[config.mk]
export PLATFORM = sky130hd
export DESIGN_NAME = xorshift_multi_stream
export DESIGN_NICKNAME = d
export VERILOG_FILES = /design/src/rtl/xorshift_multi_stream.sv
export SDC_FILE = /design/constraint.sdc
export NUM_CORES = 1
export LEC_CHECK = 0
export CELL_PAD_IN_SITES_DETAIL_PLACEMENT = 1
export CELL_PAD_IN_SITES_GLOBAL_PLACEMENT = 2
export CORE_MARGIN = 2
export CORE_UTILIZATION = 33
export DETAILED_ROUTE_END_ITERATION = 7
export PLACE_DENSITY = 0.8
export SETUP_SLACK_MARGIN = 0.02
export SYNTH_ARGS = -nofsm -noshare
export SYNTH_HDL_FRONTEND = slang
export SYNTH_SLANG_ARGS = --single-unit
[constraint.sdc]
create_clock -name clk -period 1.9 [get_ports clk]
set_input_delay 0.475 -clock clk [delete_from_list [all_inputs] [get_ports clk]]
set_output_delay 0.475 -clock clk [all_outputs]
set_load 0.01 [all_outputs]
[src/rtl/xorshift_multi_stream.sv]
// Multi-lane xorshift128 random source: LANES lock-step 32-bit generators behind a
// valid/ready output stream, with per-lane run-time reseeding and a post-seed warm-up.
module xorshift_multi_stream #(
    parameter int unsigned LANES        = 4,
    parameter int unsigned WARMUP_STEPS = 8,
    parameter logic [31:0] SEED_X       = 32'd123456789,
    parameter logic [31:0] SEED_Y       = 32'd362436069,
    parameter logic [31:0] SEED_Z       = 32'd521288629,
    parameter logic [31:0] SEED_W       = 32'd88675123,
    localparam int unsigned LW          = (LANES > 1) ? $clog2(LANES) : 1
) (
    input  logic                  clk,
    input  logic                  rstn,
    input  logic                  seed_valid,
    output logic                  seed_ready,
    input  logic [LW-1:0]         seed_lane,
    input  logic [127:0]          seed_data,
    output logic                  out_valid,
    input  logic                  out_ready,
    output logic [32*LANES-1:0]   out_data
);

    localparam int unsigned CW = (WARMUP_STEPS > 0) ? $clog2(WARMUP_STEPS + 1) : 1;

    localparam logic [0:0] ST_WARMUP = 1'b0;
    localparam logic [0:0] ST_RUN    = 1'b1;
    localparam logic [0:0] ST_RESET  = (WARMUP_STEPS == 0) ? ST_RUN : ST_WARMUP;

    // Lane state packed as {x, y, z, w}
    function automatic logic [127:0] default_seed(input int unsigned lane);
        logic [31:0] k;
        k = 32'(lane * 32'h9E3779B9);
        return {SEED_X ^ k, SEED_Y ^ k, SEED_Z ^ k, SEED_W ^ k};
    endfunction

    function automatic logic [127:0] xs_step(input logic [127:0] s);
        logic [31:0] x, y, z, w, t;
        {x, y, z, w} = s;
        t = x ^ (x << 11);
        return {y, z, w, w ^ (w >> 19) ^ t ^ (t >> 8)};
    endfunction

    logic [0:0]    state_q, state_d;
    logic [CW-1:0] cnt_q, cnt_d;
    logic [127:0]  lane_q [LANES];
    logic [127:0]  lane_d [LANES];
    logic          fire_c;
    logic          seed_hit_c;
    logic          warm_step_c;
    logic          warm_done_c;

    assign fire_c      = out_valid && out_ready;
    assign seed_hit_c  = seed_valid && seed_ready && (32'(seed_lane) < LANES);
    assign warm_step_c = (state_q == ST_WARMUP) && (WARMUP_STEPS != 0);
    assign warm_done_c = (WARMUP_STEPS == 0) || ((32'(cnt_q) + 32'd1) >= WARMUP_STEPS);

    always_comb begin
        state_d = state_q;
        cnt_d   = cnt_q;
        case (state_q)
            ST_WARMUP: begin
                if (warm_done_c) begin
                    state_d = ST_RUN;
                end else if (cnt_q != CW'(WARMUP_STEPS)) begin
                    cnt_d = cnt_q + CW'(1);
                end
            end
            ST_RUN: begin
                if (seed_hit_c) begin
                    state_d = ST_WARMUP;
                    cnt_d   = '0;
                end
            end
            default: begin
                state_d = ST_RESET;
                cnt_d   = '0;
            end
        endcase
    end

    // Seed beats stepping; the all-zero state is never allowed to persist
    always_comb begin
        for (int unsigned i = 0; i < LANES; i++) begin
            lane_d[i] = lane_q[i];
            if (lane_q[i] == '0) begin
                lane_d[i] = default_seed(i);
            end else if (seed_hit_c && (32'(seed_lane) == i)) begin
                lane_d[i] = (seed_data == '0) ? default_seed(i) : seed_data;
            end else if (warm_step_c || fire_c) begin
                lane_d[i] = xs_step(lane_q[i]);
            end
        end
    end

    always_ff @(posedge clk or negedge rstn) begin
        if (!rstn) begin
            state_q    <= ST_RESET;
            cnt_q      <= '0;
            out_valid  <= 1'b0;
            seed_ready <= 1'b0;
            for (int unsigned i = 0; i < LANES; i++) begin
                lane_q[i] <= default_seed(i);
            end
        end else begin
            state_q    <= state_d;
            cnt_q      <= cnt_d;
            out_valid  <= (state_d == ST_RUN);
            seed_ready <= (state_d == ST_RUN);
            for (int unsigned i = 0; i < LANES; i++) begin
                lane_q[i] <= lane_d[i];
            end
        end
    end

    always_comb begin
        for (int unsigned i = 0; i < LANES; i++) begin
            out_data[32*i +: 32] = lane_q[i][31:0];
        end
    end

endmodule
## Word-level counts from Yosys, hierarchy flattened

Index checks and enable logic that the tools add are counted.

- Bits in latches: 0
- ROM bits: 0
- Memories kept: 0
- Output and inout port bits: 130
- Memory bits (writable): 0
- Logic and storage cells: 74
- Register bits after elaboration: 517

- Eq/ne operators: 7
- Divide/modulo/power cells: 0
- Bitwise logic cells: 17
- Order comparisons: 1
- Shift operators: 0
- Multiply operators: 0
- Reductions and logical operators: 18
- $add $sub $neg: 2
- Muxes and demuxes: 23

Operators with widths:

| cell | count |
|---|---|
| 2-to-1 mux 128 bit | 16 |
| zero test 128 bit | 5 |
| bitwise XOR 32 bit | 8 |
| bitwise XOR 32 x 13 -> 32 bit | 4 |
| bitwise XOR 32 x 24 -> 32 bit | 4 |
| 2-to-1 mux 4 bit | 3 |
| nonzero test 3 bit | 4 |
| case mux 4 bit (2 select lines) | 1 |
| logical AND 1 bit | 6 |
| adder 4 x 1 -> 5 bit, second input constant | 1 |
| greater-or-equal comparator 5 x 4 -> 1 bit, second input constant | 1 |
| adder 4 x 1 -> 4 bit, second input constant | 1 |
| equality test 2 bit, second input constant | 2 |
| != test 2 x 1 -> 1 bit, second input constant | 2 |
| != test 4 bit, second input constant | 1 |
| AND reduction 3 bit | 1 |
| equality test 2 x 1 -> 1 bit, second input constant | 1 |
| zero test 2 bit | 1 |
| 2-to-1 mux 1 bit | 2 |
| != test 2 bit, second input constant | 1 |
| case mux 1 bit (2 select lines) | 1 |
| logical OR 1 bit | 1 |
| NOT 1 bit | 1 |

## Longest topological paths before layout

- Depth after elaboration: 6
- Gate-level depth with buffers: 10

## Least setup slack after synthesis

OpenSTA, ideal clock, no wires.

- Path kind: input port to flip-flop
- From: input port seed_data[1]
- To: register lane_q[160] (netlist name)
- Slack: -0.324 ns
- Setup time: 0.075 ns
- Stages: 8
- Arrival: 2.149 ns
- Cells stage by stage: nor4_1 nand4_1 or4_1 nor2_4 or3_1 buf_6 buf_4 a2bb2oi_1

- Longest elaborated chain between the ends: 4

RTL lines:

| what | RTL line | text |
|---|---|---|
| from (decl) | 17 | `input logic [127:0] seed_data,` |
| zero test 128 bit | 88 | `lane_d[i] = (seed_data == '0) ? default_seed(i) : seed_data;` |
| 2-to-1 mux 128 bit | 88 |  |
| 2-to-1 mux 128 bit | 87 | `end else if (seed_hit_c && (32'(seed_lane) == i)) begin` |
| 2-to-1 mux 128 bit | 85 | `if (lane_q[i] == '0) begin` |
| to (signal, indexed assignment) | 102 | `lane_q[i] <= default_seed(i);` |
| to (signal, indexed assignment) | 110 | `lane_q[i] <= lane_d[i];` |
| to (decl) | 45 | `logic [127:0] lane_q [LANES];` |

No other way between the ends.
A chain may end at the register's enable or synchronous reset.

## Final worst setup path

- From: register lane_q[195] (netlist name)
- To: register lane_q[255] (netlist name)

- Longest elaborated chain between the ends: 2

RTL lines:

| what | RTL line |
|---|---|
| zero test 128 bit (*) | 85 |
| nonzero test 3 bit (no line) / 2-to-1 mux 128 bit (equally long branches) | n/a |

Mark *: on every way between the ends. The rest lies on a longest branch, timed or not.

==> metrics.txt <==
outcome finished with violations; failing checks setup timing; Total Power 96.6 mW; R2R Setup Slk -0.67 ns; Post-synth ARST share 1.00; Flop pwr share 0.253; combinational power share 0.613; internal cell power 55.3 mW; Critical Path Sink lane_q[255]; CP startpoint lane_q[195]; global-route wire length before repair 268000 um; startpoint types flop; # fillers 10100; worst setup path class flop to flop; Setup Slack @ Placement -1.85 ns; initial antenna violation count 21; crit-path max cell delay 0.63 ns; net load switching power 41.3 mW; worst relative slew slack 0.582; Die Wd 307 um; max cap viols 0; largest net degree at the start of global routing 78; share of layout cells above drive strength 1 0.419; RSZ-0062 raised after global routing true; reg-to-reg critical path startpoint lane_q[195]; I/O pin total 264; DP HPWL 139000 um; Final Skew 0.0201 ns; final worst path period need 2.57 ns; Switching Share 0.427; Die Height 307 um; CTS clk-pin slew, worst paths 0.06 ns; max-slew violations 0; commonest non-fill, non-tap cells in the layout buf_4 (820), nand2_1 (412), nor2_1 (324); Hold WC Path Type input port to async pin; register area share after synthesis 0.437; Yosys warnings 0; First DRT Iteration DRCs 4463; multi-input logic area 17000 um2; crit-path max FO 9; vias per std cell 6.23; setup ws final -0.670 ns; Clock Path Buffers 3; synthesized area per cell 8.80 um2; drt drc 0; final worst-path cycle share 1.35; Routed WL 202000 um; worst r2r dst lane_q[255]; Synth Cell Area 30400 um2; Layout area overhead 54.3%; number of global-route vias before repair 34600; Clock Latency Late Sink 0.68 ns; Pleak 19.2 nW; CP endpoint kind flop; count of final hold-check violations 0; clock share of power 0.134; root buf cell clkbuf_16; Pwr Density 2060 nW/um2; GP Congestion 0.999; Fmax achieved 389 MHz; Initial Util 0.332; Syn Nets 3586; Slew @ Worst Pin 0.623 ns; synthesized instance count 3450; Final setup viols 642; DR pass1 iterations 5; number of synthesized flops with an enable pin 0; H-tree depth 2; Seq cells post-synth 517; num rows 111; Peak VDD IR 990 uV; distinct cell type count of the synthesized netlist 38; register area 13300 um2; CP required 2.44 ns; crit path cell chain nor4_2, nand4_1, or4_4, nor2_4, buf_4, buf_8, clkbuf_16, a311oi_1; slowest stage cell, crit path or4_4; remaining antenna violation count after routing 0; clock sinks 517; Top FF cell, synth dfstp_2; TritonCTS Buffers 61; DR WL/cell 35.9 um; most common cell after layout, fill and taps aside buf_4; length in cells of the worst reg-to-reg path 8; CTS tree yes; Final nets 4514; die footprint 94400 um2; core area 91400 um2; grt ovf 0; port bufs 263; vias 35100; GRT Total Usage 0.403; CP arrival 3.11 ns
-- cell usage after synthesis (3+ instances only) --
master	number	share of area
buf_1	24	0.0030
dfrtp_1	255	0.21
or4_1	10	0.0025
xor2_1	95	0.027
o21ai_0	32	0.0053
nand2_1	412	0.051
o21bai_1	14	0.0035
xnor2_1	279	0.081
buf_6	10	0.0037
nor3_1	198	0.033
a311oi_1	190	0.055
buf_2	25	0.0041
dfstp_2	262	0.23
a2bb2oi_2	24	0.012
nor4_1	160	0.033
mux2i_1	53	0.017
nor2_1	333	0.041
nand4_1	41	0.0085
clkbuf_1	248	0.031
o21ai_1	157	0.026
a211oi_1	55	0.014
a2bb2oi_1	41	0.012
a21oi_1	369	0.061
inv_1	3	0.00037
buf_4	137	0.034
or3_1	6	0.0012
-- critical path, delay by kind of cell (launching register included) --
kind	cells	cell delay [ns]
compound gates	1	0.06
buf+inv	3	0.57
flops	1	0.43
simple gates	4	1.37
-- final cells by class --
class / count / area share
Multi-Input combinational cell: 2486 / 0.363
Sequential cell: 517 / 0.283
Timing Repair Buffer: 1309 / 0.276
Clock buffer: 91 / 0.0378
Tap cell: 1186 / 0.0317
Clock inverter: 25 / 0.00716
Antenna cell: 15 / 0.000802
Inverter: 3 / 0.000240
-- how the worst min path moves through the flow --
stage,end,slack [ns]
6_report,out_data[37],0.28
5_1_grt,lane_q[249],0.29
4_1_cts,out_data[37],0.28
3_5_place_dp,out_data[37],0.38
3_3_place_gp,out_data[37],0.38
2_1_floorplan,cnt_q[0],0.18
-- state kept, by name (all words and copies together) (netlist names) --
register / cells
lane_q: 384
out_data: 128
cnt_q: 4
state_q: 1
-- stage by stage --
step / hold slack, ns / utilization / area, um2 / TNS [ns] / cells
final: 0.283 / 0.512 / 46800 / -291.93 / 5632
after global routing: 0.293 / 0.512 / 46800 / -305.32 / 5621
after CTS: 0.280 / 0.489 / 44700 / -242.40 / 5576
after detailed placement: 0.384 / 0.450 / 41100 / -572.67 / 5417
after global placement: 0.379 / 0.450 / 41100 / -570.77 / 5417
after floorplan: 0.179 / - / 31200 / -58.31 / 3450
-- logic make-up (layout without fill, tap and decap cells) --
kind of cell | Yosys count | count (layout) | share of synthesized area
other | 0 | 15 | 0
adders and majority gates | 2 | 2 | 0.000824
DFF | 517 | 517 | 0.437
xor gates and xnor gates | 374 | 374 | 0.108
AOI/OAI and AO/OA | 887 | 887 | 0.189
muxes | 54 | 54 | 0.0178
buffers and inverters | 447 | 1428 | 0.0757
and+or+nand+nor | 1169 | 1169 | 0.172
-- repair_timing --
item / 4_1_cts / 5_1_grt
endpoints found under the hold margin: 7 / 0
endpoints found under the setup margin: 642 / 642
pin swaps: 83 / 62
cloned: 17 / 35
resized for setup: 463 / 409
hold buffers: 1 / 0
buffers inserted: 28 / 14
-- per-layer routing --
metal	vias up	routed length, um	global-route usage
li1	14100	-	-
met1	17700	73100	0.506
met2	2548	82300	0.567
met3	761	25300	0.114
met5	-	276	0
met4	20	21400	0.347
-- power groups by stage --
stage	sequential (mW)	combinational [mW]	clock, mW
finish	24.4	59.2	13.0
global placement	23.3	53.4	0
CTS	23.7	55.8	12.9
global route	24.8	61.9	13.4
floorplan	23.9	30.0	0
detailed placement	23.5	54.9	0
No activity file was read; power rests on OpenSTA's default activity.
